--- src/rtl/traffic_pkg.sv ---
// Shared types and lamp constants for the
// two-road traffic phase scheduler.
package traffic_pkg;

  typedef enum logic [2:0] {
    ST_G1    = 3'd0,
    ST_Y1    = 3'd1,
    ST_AR1   = 3'd2,
    ST_G2    = 3'd3,
    ST_Y2    = 3'd4,
    ST_AR2   = 3'd5,
    ST_EMERG = 3'd6
  } state_t;

  localparam logic [2:0] RED = 3'b100;
  localparam logic [2:0] YEL = 3'b010;
  localparam logic [2:0] GRN = 3'b001;

  localparam logic ROAD1 = 1'b0;
  localparam logic ROAD2 = 1'b1;

endpackage

--- src/rtl/tl_phase_timer.sv ---
// Loadable down-counter for phase timing:
// steps on tick, holds while frozen, flags zero.
module tl_phase_timer #(
  parameter int            TW      = 5,
  parameter logic [TW-1:0] RST_VAL = '0
) (
  input  logic          clk,
  input  logic          reset,
  input  logic          load,
  input  logic [TW-1:0] load_val,
  input  logic          tick,
  input  logic          freeze,
  output logic [TW-1:0] count,
  output logic          zero
);

  assign zero = (count == '0);

  always_ff @(posedge clk or posedge reset) begin
    if (reset) begin
      count <= RST_VAL;
    end else if (load) begin
      count <= load_val;
    end else if (tick && !freeze && !zero) begin
      count <= count - TW'(1);
    end
  end

endmodule

--- src/rtl/traffic_phase_scheduler.sv ---
// Two-road intersection phase controller with
// latched pedestrian requests and emergency preemption.
module traffic_phase_scheduler
  import traffic_pkg::*;
#(
  parameter int GREEN_T   = 15,
  parameter int YELLOW_T  = 5,
  parameter int ALLRED_T  = 2,
  parameter int MIN_GREEN = 5,
  parameter int WALK_T    = 4,
  parameter int TW        = 5
) (
  input  logic       clk,
  input  logic       reset,
  input  logic       tick,
  input  logic       ped_req1,
  input  logic       ped_req2,
  input  logic       emerg_req,
  input  logic       emerg_dir,
  output logic [2:0] out1,
  output logic [2:0] out2,
  output logic       walk1,
  output logic       walk2,
  output logic [2:0] phase
);

  state_t          state, state_n;
  logic            edir, edir_n;
  logic            pend1, pend2;
  logic            pe1, pe2;
  logic            enter;
  logic            trunc_ok;
  logic [TW-1:0]   timer, load_val;
  logic            tzero;
  logic [TW-1:0]   wcnt;

  assign pe1      = pend1 | ped_req1;
  assign pe2      = pend2 | ped_req2;
  assign trunc_ok = (timer <= TW'(GREEN_T - MIN_GREEN));
  assign enter    = (state_n != state);
  assign phase    = state;

  tl_phase_timer #(
    .TW      (TW),
    .RST_VAL (TW'(GREEN_T - 1))
  ) u_timer (
    .clk      (clk),
    .reset    (reset),
    .load     (enter),
    .load_val (load_val),
    .tick     (tick),
    .freeze   (state == ST_EMERG),
    .count    (timer),
    .zero     (tzero)
  );

  always_ff @(posedge clk or posedge reset) begin
    if (reset) begin
      state <= ST_G1;
      edir  <= ROAD1;
    end else begin
      state <= state_n;
      edir  <= edir_n;
    end
  end

  always_comb begin
    state_n  = state;
    edir_n   = edir;
    load_val = '0;
    unique case (state)
      ST_G1: begin
        if (emerg_req && emerg_dir == ROAD1) begin
          state_n = ST_EMERG;
          edir_n  = ROAD1;
        end else if (tick && (emerg_req || tzero || (pe1 && trunc_ok))) begin
          state_n = ST_Y1;
        end
      end
      ST_Y1:
        if (tick && tzero) state_n = ST_AR1;
      ST_AR1: begin
        if (tick && tzero) begin
          if (emerg_req) begin
            state_n = ST_EMERG;
            edir_n  = emerg_dir;
          end else begin
            state_n = ST_G2;
          end
        end
      end
      ST_G2: begin
        if (emerg_req && emerg_dir == ROAD2) begin
          state_n = ST_EMERG;
          edir_n  = ROAD2;
        end else if (tick && (emerg_req || tzero || (pe2 && trunc_ok))) begin
          state_n = ST_Y2;
        end
      end
      ST_Y2:
        if (tick && tzero) state_n = ST_AR2;
      ST_AR2: begin
        if (tick && tzero) begin
          if (emerg_req) begin
            state_n = ST_EMERG;
            edir_n  = emerg_dir;
          end else begin
            state_n = ST_G1;
          end
        end
      end
      ST_EMERG:
        if (!emerg_req) state_n = (edir == ROAD1) ? ST_Y1 : ST_Y2;
      default: state_n = ST_G1;
    endcase
    unique case (state_n)
      ST_G1, ST_G2:   load_val = TW'(GREEN_T - 1);
      ST_Y1, ST_Y2:   load_val = TW'(YELLOW_T - 1);
      ST_AR1, ST_AR2: load_val = TW'(ALLRED_T - 1);
      default:        load_val = '0;
    endcase
  end

  // Walk is only granted on green entry and always drops on green exit.
  always_ff @(posedge clk or posedge reset) begin
    if (reset) begin
      pend1 <= 1'b0;
      pend2 <= 1'b0;
      walk1 <= 1'b0;
      walk2 <= 1'b0;
      wcnt  <= '0;
    end else begin
      pend1 <= pe1;
      pend2 <= pe2;
      if (enter && state_n == ST_G2 && pe1) begin
        pend1 <= 1'b0;
        walk1 <= 1'b1;
        wcnt  <= TW'(WALK_T - 1);
      end else if (enter && state_n == ST_G1 && pe2) begin
        pend2 <= 1'b0;
        walk2 <= 1'b1;
        wcnt  <= TW'(WALK_T - 1);
      end else if (enter) begin
        walk1 <= 1'b0;
        walk2 <= 1'b0;
      end else if (tick && (walk1 || walk2)) begin
        if (wcnt == '0) begin
          walk1 <= 1'b0;
          walk2 <= 1'b0;
        end else begin
          wcnt <= wcnt - TW'(1);
        end
      end
    end
  end

  always_comb begin
    out1 = RED;
    out2 = RED;
    unique case (state)
      ST_G1:    out1 = GRN;
      ST_Y1:    out1 = YEL;
      ST_G2:    out2 = GRN;
      ST_Y2:    out2 = YEL;
      ST_EMERG: begin
        out1 = (edir == ROAD1) ? GRN : RED;
        out2 = (edir == ROAD2) ? GRN : RED;
      end
      default: begin
        out1 = RED;
        out2 = RED;
      end
    endcase
  end

endmodule

--- config.mk ---
export PLATFORM = sky130hd
export DESIGN_NAME = traffic_phase_scheduler
export DESIGN_NICKNAME = d
export VERILOG_FILES = /design/src/rtl/traffic_pkg.sv /design/src/rtl/tl_phase_timer.sv /design/src/rtl/traffic_phase_scheduler.sv
export SDC_FILE = /design/constraint.sdc
export NUM_CORES = 1
export LEC_CHECK = 0
export CAP_MARGIN = 20
export CORE_ASPECT_RATIO = 1.25
export CORE_MARGIN = 3
export CORE_UTILIZATION = 55
export DETAILED_ROUTE_END_ITERATION = 7
export GPL_TIMING_DRIVEN = 0
export PLACE_DENSITY = 0.78
export SKIP_CTS_REPAIR_TIMING = 1
export SLEW_MARGIN = 0
export SYNTH_ARGS = -nofsm -noshare
export SYNTH_HDL_FRONTEND = slang
export SYNTH_SLANG_ARGS = --single-unit
--- constraint.sdc ---
create_clock -name clk -period 6 [get_ports clk]
set_input_delay 0.6 -clock clk [delete_from_list [all_inputs] [get_ports clk]]
set_output_delay 0.6 -clock clk [all_outputs]
set_load 0.03 [all_outputs]
# After elaboration in Yosys (flattened, before gate mapping)
# Index checks and enable logic that the tools add are counted.
# word_totals
register_bits,18
input_bits,7
wordCells,111
# op_classes
add_sub_neg,2
n_lt_le_gt_ge,1
eq_ne,19
n_mux,38
bitwise_logic,4
reduce_logical,39
# op_table
op,count
$mux W3,13
$mux W5,7
$pmux W3 S7,1
$pmux W3 S3,2
$reduce_bool A3 Y1,6
$eq A3 B3 Y1 const B,5
$logic_and A1 B1 Y1,14
$mux W1,13
$eq A3 B2 Y1 const B,4
$pmux W4 S3,1
$logic_not A5 Y1,2
$sub A5 B1 Y5 const B,2
$reduce_and A3 Y1,3
$reduce_or A2 Y1,4
$eq A3 B1 Y1 const B,2
$logic_not A3 Y1,2
$ne A2 B2 Y1 const B,3
$le A5 B4 Y1 const B,1
$reduce_and A5 Y1,1
$logic_or A1 B1 Y1,4
$ne A2 B1 Y1 const B,2
$ne A3 B1 Y1 const B,1
$ne A3 B3 Y1,1
$ne A3 B3 Y1 const B,1
5 further kinds,8

# Logic depth before layout (Yosys ltp)
# Gate-level depths: netlist of the first run.
# depth
word_depth,12
depth_mapped,10
ltp_nobuf,9

# By module
# Synthesis of the first run repeated with hierarchy kept, for this count alone.
# hier_totals
cells_unflattened,196
hier_area_um2,1582.8
# modules_own_cells
mod,instances,cells_per_inst,area_per_inst_um2,seq_area_each_um2
traffic_phase_scheduler,1,164,1286.2,325.3
tl_phase_timer,1,32,296.5,128.9

# Worst setup path after synthesis of the first run
# OpenSTA, ideal clock, no wires.
# synth_timing
kind,reg-to-output
startpoint,"reg state[0], in the netlist phase[0]"
endpoint,out out2[0]
arrival_time_ns,1.852
required_time_ns,5.400
path_slack_ns,3.548
stages_incl_launch_ff,5
path_cell_list,dfrtp_1 -> buf_4 -> clkbuf_1 -> nand2_1 -> a21boi_0
# synth_via
elab_chain_cells,2
elab_cells_between_ends,4
# synth_lines
item,line,rtl
from (decl),traffic_phase_scheduler.sv:27,"state_t state, state_n;"
from (signal assigned),traffic_phase_scheduler.sv:62,state <= state_n;
$eq A3 B3 Y1 or $eq A3 B2 Y1 (tied branches),traffic_phase_scheduler.sv:160,unique case (state)
$pmux W3 S3 *,traffic_phase_scheduler.sv:160,
to (decl),traffic_phase_scheduler.sv:21,"output logic [2:0] out2,"
# Every way passes the cells marked *; elsewhere a longest branch is shown, timed or not.

# Final worst setup path of the first run
# Ends and elaborated chain as after synthesis.

==> results.toml, run 1 <==
[power_and_ir_drop]
p_seq_share_pct = 22.2
power.density_nw_per_um2 = 530
pwr-share-comb_pct = 70.4
p_clk_share_pct = 7.5
internal-power_mw = 0.494
ir_worst_vdd_v = 0.000326
leakagePower_nw = 0.740
p_sw_mw = 0.490
swShare_pct = 49.8
total_power_mw = 0.984

[place]
gp_congestion = 0.926
hpwl_um = 3060
dpl_cell_area_um2 = 1820
portBuffers = 17

[synthesis]
yosys.cell_count.top_type = "nor2_1"
synth_warnings = 0
synth_flop_cell = "dfrtp_1"
ys_seq_elements = 18
async_flop_share_pct = 100
synthXorXnorAreaFrac_pct = 2.18
synth_compound_area_share_pct = 28.4
synth_top_area_cell = "dfrtp_1"
synth-adder-area-share_pct = 3.89
yosys.area_share.simple_pct = 27.6
syn_area_per_cell_um2 = 8.50
synthCells = 189
yosysSeqAreaShare_pct = 28.3
synthMuxAreaShare_pct = 2.02
synth_area_um2 = 1610
yosys.area.top_type_share_pct = 23.4
synth_cell_type_count = 61
synth_area_leaders = "dfrtp_1 23%, dfstp_2 4.9%, nor2_1 4.7%, a31oi_4 4.0%, ha_1 3.9%"
synth_top_family_by_area = "compound AO/OA/AOI/OAI gates"
synth_edf_count = 0
syn_nets = 201
yosys-top-cells-count = "20 x nor2_1, 16 x nand2_1, 15 x dfrtp_1, 12 x inv_1, 10 x o21ai_0"

[critical_path]
cp-startpoint = "phase[0]"
startpoint_type = "flop"
slowest_delay_ns = 0.70
arrival_ns = 2.31
crit_chain = "buf_4 -> clkbuf_1 -> nand2_1 -> a21boi_0 -> clkdlybuf4s50_1"
path_class = "reg -> out"
cp.required_ns = 5.40
crit_family = "buffers and inverters"
crit_fanout = 10
ff2ff_setup_slack_ns = 3.34
r2r-start = "u_timer.count[1]"
critical_path.slowest_cell = "clkdlybuf4s50_1"
end_kind = "output port"
cp_num_buf_inv = 3

[drt]
final_antenna_net_count = 0
dr.pass1.iters = 4
drt_iter0_markers = 47
routed-wl-met2_um = 1990
route.met3.wl_um = 173
routed.top_layer = "met4"
drcViolationCount = 0
drt-met1-wl_um = 1620
vias_per_cell = 5.97
vias = 1457
drt-total-wl_um = 3870
avgRoutedWirePerCell_um = 15.9

[final_layout]
nNetsFinal = 223
final-seq-area_um2 = 454
area_delta_synth_final_pct = 15.5
final_core_util_pct = 67.9
fill_cells = 231
multiInputGateArea_um2 = 1030
diodes = 0
finalInstanceArea_um2 = 1860
layout-drive-gt1-share_pct = 16.7

[global_route]
first_global_vias = 1496
grt_max_degree = 19
grt_pass1_wl_um = 6980
gr-total-overflow = 0
grt_use_total_pct = 25.8
antenna_found_initial = 0

[floorplan]
io_pins = 18
start_util_pct = 58.8
core_area_um2 = 2730
die_y_um = 66.4
rows = 21
dieWidth_um = 54.3
dieArea_um2 = 3610

[worst_hold_path]
min_from = "pend1"
hold_path_class = "reg -> reg"

[sta]
rsz0062_at_grt = "false"
fmax_mhz = 343
tns_ns = 0
slew_violations = 0
relSlewSlack_pct = 55.8
worstMarginPinSlew_ns = 0.663
finClkSkew_ns = 0.00374
period_needed_ns = 2.91
setup_viol = 0
min_period_over_period_pct = 48.6
hold_violations = 0

[clock_network]
clock_sinks = 18
clkTransAtPathRegs_ns = 0.10
clk_latency_ns = 0.29
root_buffer = "clkbuf_4"
tritoncts = "yes"
htree_levels = 1
cts_buffers = 3
ctsLongestPathBuffers = 2

[status]
outcome = "finished clean"

[flow_run]
cap_violations = 0
## logic make-up (layout without fill, tap and decap cells)
kind of cell | after synthesis | count (layout)
flip-flops | 18 | 18
XOR/XNOR | 4 | 4
multiplexers | 3 | 3
AO/OA/AOI/OAI | 57 | 57
AND/OR/NAND/NOR | 78 | 78
buffers and inverters | 24 | 45
adder cells (fa/ha/maj) | 5 | 5
## per-layer routing
| layer | GRT usage (%) | up-vias |
|---|---|---|
| li1 | - | 722 |
| met1 | 31.3 | 675 |
| met2 | 44.5 | 50 |
| met3 | 2.03 | 10 |
| met5 | 0 | - |
| met4 | 12.1 | 0 |
## worst min-delay path, cell delays in order (launching register included)
cell,delay (ns)
dfrtp_1,0.34
nor2_1,0.06
nor2_1,0.10
## cells in the final DEF (no fill, tap or decap), types with 4 or more instances in the layout
cell,count
o21ai_0,10
nand2_1,16
nand2b_1,4
or3_1,4
buf_2,4
clkdlybuf4s50_1,17
ha_1,5
a31oi_1,4
inv_1,12
nor2_1,20
dfrtp_1,15
nand3_1,4
a21oi_1,7
nor3_1,7
## per-stage QoR
stage	hold slack, ns	std cells	setup WS, ns
final	0.524	244	3.09
after global routing	0.589	244	2.96
after CTS	0.535	244	3.11
after detailed placement	0.510	240	2.92
after global placement	0.500	240	2.99
after floorplan	0.465	189	3.55
## cell type report
class / instances / area share (%)
Buffer: 12 / 4.11
Inverter: 12 / 2.43
Tap cell: 34 / 2.29
Sequential cell: 18 / 24.5
Multi-Input combinational cell: 147 / 55.6
Timing Repair Buffer: 17 / 9.17
Clock buffer: 4 / 1.96
## state kept, by name (all words and copies together), names as in the netlist
register	count
wcnt	5
phase	3
walk2	1
pend1	1
walk1	1
u_timer.count	5
pend2	1
edir	1
## power by group through the flow
stage          clock network [mW]  registers [mW]  logic [mW]
2_1_floorplan                   0           0.233       0.497
3_3_place_gp                    0           0.218       0.669
3_5_place_dp                    0           0.221       0.687
4_1_cts                    0.0783           0.218       0.693
5_1_grt                    0.0821           0.226       0.767
6_report                   0.0734           0.218       0.692
## worst paths after layout
check	to	cells after the start
setup / recovery	out2[0]	5
hold / removal	pend1	2
setup reg to reg	u_timer.count[3]	10
hold reg to reg	pend1	2
max in group asynchronous	u_timer.count[4]	2
min in group asynchronous	walk1	2
No activity file was read; power rests on OpenSTA's default activity.
==> run 2: changes to the inputs <==
clock period = 2.8 ns   (was 6 ns; I/O delays follow)
==> run 2 against run 1 <==
  * Highest routed layer unchanged
  * Final cell count increased by 0.41%
  * Total power increased by 120%
  * Sequential cell count unchanged
  * Wire length increased by 2.2%
  * Largest power group unchanged
  * Setup slack got worse by 3.0 ns
  * Hold slack got worse by 0.15 ns
==> results.toml, run 2 (synthesized netlist as in run 1, its figures left out) <==
[final_layout]
fill_cells = 231
layout_common_cells = "20 x nor2_1, 17 x clkdlybuf4s50_1, 15 x nand2_1, 15 x dfrtp_1, 12 x inv_1"
mostFrequentLayoutCell = "nor2_1"
nNetsFinal = 224
finalInstanceArea_um2 = 1870
finalNonFillerCells = 245
diodes = 0
layout-drive-gt1-share_pct = 17.5
area_delta_synth_final_pct = 16.6

[drt]
avgRoutedWirePerCell_um = 16.1
dr.pass1.iters = 4
drt_iter0_markers = 51
final_antenna_net_count = 0
vias_per_cell = 6.04
drcViolationCount = 0
drt-total-wl_um = 3950
vias = 1479

[critical_path]
end_kind = "flop"
startpoint_type = "flop"
cp.required_ns = 3.00
r2r-start = "u_timer.count[1]"
arrival_ns = 2.87
cp-startpoint = "u_timer.count[1]"
path_class = "reg -> reg"
crit_fanout = 10

[global_route]
antenna_found_initial = 0
grt_max_degree = 19
grt_pass1_wl_um = 6980
grt_use_total_pct = 25.8
first_global_vias = 1496
gr-total-overflow = 0

[sta]
finClkSkew_ns = 0.00397
min_period_over_period_pct = 95.2
worstMarginPinSlew_ns = 0.665
relSlewSlack_pct = 55.3
rsz0062_at_grt = "true"
period_needed_ns = 2.67
hold_violations = 0
slew_violations = 0
fmax_mhz = 375
setup_viol = 0

[clock_network]
tritoncts = "yes"
cts_buffers = 3
root_buffer = "clkbuf_4"
clk_latency_ns = 0.29
clock_sinks = 18
clkTransAtPathRegs_ns = 0.10
ctsLongestPathBuffers = 2
htree_levels = 1

[place]
dp_cells = 240
dpl_cell_area_um2 = 1820
gp_congestion = 0.926
portBuffers = 17
hpwl_um = 3060

[power_and_ir_drop]
power.density_nw_per_um2 = 1150
ir_worst_vdd_v = 0.000717
leakagePower_nw = 0.747

[floorplan]
dieArea_um2 = 3610
start_util_pct = 58.8
die_y_um = 66.4
core_area_um2 = 2730
dieWidth_um = 54.3
io_pins = 18
rows = 21

[status]
outcome = "finished clean"

[flow_run]
cap_violations = 0

[worst_hold_path]
hold_path_class = "in -> async"
-- run 2: layout make-up --
| class | instances | area, µm² | area share [%] |
|---|---|---|---|
| inverters | 12 | 45.0 | 2.40 |
| multi-input cells | 147 | 1040 | 55.6 |
| well taps | 34 | 42.5 | 2.27 |
| plain buffers | 12 | 76.3 | 4.07 |
| repair buffers | 18 | 178 | 9.49 |
| clock buffers | 4 | 36.3 | 1.94 |
| flip-flops and latches | 18 | 454 | 24.2 |
-- run 2: path summary, 6_finish.rpt --
path                            slack, ns  cells past startpoint                to
worst max-delay path                 0.13                     10  u_timer.count[3]
worst min-delay path                 0.37                      2             walk1
worst max register to register       0.13                     10  u_timer.count[3]
worst min register to register       0.52                      2             pend1
max in group asynchronous            2.00                      2  u_timer.count[4]
min in group clk                     0.52                      2             pend1
-- run 2: per-layer routing --
metal	up-vias	share of wire (%)	track usage, %
met5	-	0	0
met4	0	2.4	12.1
met3	13	4.0	2.03
met2	50	52	44.5
met1	691	42	31.3
li1	725	-	-
-- run 2: worst max-delay path, stage by stage (launching register included) --
cell and delay (ns):
dfstp_2 0.58, inv_1 0.07, ha_1 0.19, nor4b_4 0.16, and2_1 0.21, a211o_1 0.30
o21ai_4 0.21, nand3_1 0.14, buf_2 0.22, a31o_2 0.23, a211oi_1 0.26
-- run 2: per-stage QoR --
step	TNS [ns]	util [%]	hold WS (ns)	power (mW)	setup WS, ns
finish	0	68.5	0.373	2.15	0.135
global placement	0	66.6	0.500	1.90	0.108
detailed placement	0	66.6	0.510	1.95	0.0421
floorplan	0	-	0.216	1.56	0.437
CTS	0	67.9	0.387	2.12	0.128
global route	-0.0250	68.5	0.423	2.34	-0.0229
-- run 2: report_power, final --
part	total (mW)	switching, mW	internal, mW
clock network	0.159	0.0798	0.0792
registers	0.468	0.0909	0.377
logic	1.53	0.901	0.624
==> run 3: changes to the inputs <==
CORE_UTILIZATION = 56   (was 55)
PLACE_DENSITY = 0.79   (was 0.78)
==> run 3 against run 2 <==
  * Hold slack improved by 0.0033 ns
  * Sequential share of layout area about the same
  * Core utilization increased by 0.53 points
  * Fmax decreased by 0.51%
  * Setup slack got worse by 0.014 ns
  * Clock power decreased by 14%
  * Critical path type unchanged
  * Critical endpoint unchanged
  * Largest cell class unchanged
==> results.toml, run 3 (synthesized netlist as in run 1, its figures left out) <==
[floorplan]
dieArea_um2 = 3550
dieWidth_um = 53.9
die_y_um = 65.9
io_pins = 18
start_util_pct = 59.4
rows = 21
core_area_um2 = 2710

[critical_path]
r2r-start = "u_timer.count[1]"
crit_fanout = 10
path_depth = 10
reg2reg_depth = 10
cp-startpoint = "u_timer.count[1]"
slowest_delay_ns = 0.59
crit_chain = "inv_1 -> ha_1 -> nor4b_4 -> and2_1 -> a211o_1 -> o21ai_2 -> nand3_1 -> buf_2 -> a31o_2 -> a211oi_1"
startpoint_type = "flop"
cp_num_buf_inv = 2
arrival_ns = 2.88
ff2ff_setup_slack_ns = 0.12
crit_family = "compound AO/OA/AOI/OAI gates"
end_kind = "flop"
path_class = "reg -> reg"
critical_path.slowest_cell = "dfstp_2"
crit_end = "u_timer.count[3]"
r2r-end = "u_timer.count[3]"
cp.required_ns = 3.01

[clock_network]
htree_levels = 1
root_buffer = "clkbuf_4"
clk_latency_ns = 0.30
cts_buffers = 3
tritoncts = "yes"
ctsLongestPathBuffers = 2
clock_sinks = 18
clkTransAtPathRegs_ns = 0.10

[drt]
drt_iter0_markers = 43
vias_per_cell = 6.22
routed-wl-met2_um = 2170
avgRoutedWirePerCell_um = 16.7
route.met3.wl_um = 207
drt-total-wl_um = 4100
final_antenna_net_count = 0
routed.top_layer = "met4"
vias = 1529
dr.pass1.iters = 4
drt-met1-wl_um = 1580
drcViolationCount = 0

[final_layout]
final-seq-area_um2 = 454
mostFrequentLayoutCell = "nor2_1"
nNetsFinal = 225
fill_cells = 217
finalNonFillerCells = 246
diodes = 0
layout-drive-gt1-share_pct = 17.9
multiInputGateArea_um2 = 1040
layout_common_cells = "20 x nor2_1, 17 x clkdlybuf4s50_1, 15 x nand2_1, 15 x dfrtp_1, 12 x inv_1"
area_delta_synth_final_pct = 16.4

[sta]
finClkSkew_ns = 0.00726
relSlewSlack_pct = 53.3
slew_violations = 0
rsz0062_at_grt = "true"
setup_viol = 0
worstMarginPinSlew_ns = 0.700
fmax_mhz = 373
min_period_over_period_pct = 95.7
hold_violations = 0
period_needed_ns = 2.68
tns_ns = 0

[place]
dp_cells = 240
hpwl_um = 3160
gp_congestion = 0.896
portBuffers = 17

[global_route]
grt_pass1_wl_um = 7020
antenna_found_initial = 0
gr-total-overflow = 0
grt_max_degree = 19
grt_use_total_pct = 26.2
first_global_vias = 1573

[power_and_ir_drop]
ir_worst_vdd_v = 0.000720
power.density_nw_per_um2 = 1150
leakagePower_nw = 0.745

[flow_run]
cap_violations = 0

[status]
outcome = "finished clean"

[worst_hold_path]
hold_path_class = "in -> async"
==> run 3: layout make-up <==
| class | instances | area share [%] |
|---|---|---|
| multi-input combinational | 147 | 55.6 |
| sequential | 18 | 24.3 |
| timing repair buffer | 19 | 9.91 |
| buffer | 12 | 4.08 |
| inverter | 12 | 2.41 |
| tap | 34 | 2.28 |
| clock buffer | 4 | 1.41 |
==> run 3: metal layers <==
layer | vias to the layer above | global-route usage, %
met5 | - | 0
met4 | 0 | 12.1
met2 | 62 | 47.0
met3 | 19 | 4.06
met1 | 722 | 29.0
li1 | 726 | -
==> run 3: how the worst min path moves through the flow <==
stage                from  depth (start not counted)  slack [ns]       to
global route        reset                          2        0.42  wcnt[0]
floorplan           reset                          1        0.22     edir
detailed placement  pend1                          2        0.52    pend1
global placement    pend1                          2        0.51    pend1
CTS                 reset                          2        0.40    walk2
finish              reset                          2        0.38  wcnt[0]
==> run 3: per-stage QoR <==
step	power, mW	hold slack (ns)	instance area (µm²)	util [%]	setup WS [ns]
floorplan	1.56	0.216	1610	-	0.437
global placement	1.90	0.506	1820	67.2	0.119
detailed placement	1.95	0.525	1820	67.2	0.0546
CTS	2.10	0.401	1850	68.2	0.125
global route	2.31	0.416	1870	69.1	-0.0327
finish	2.14	0.377	1870	69.1	0.121
==> run 3: power breakdown <==
part           leakage (nW)  internal [mW]  switching, mW
logic                 0.516          0.630          0.904
clock network        0.0150         0.0555         0.0801
registers             0.215          0.377         0.0967
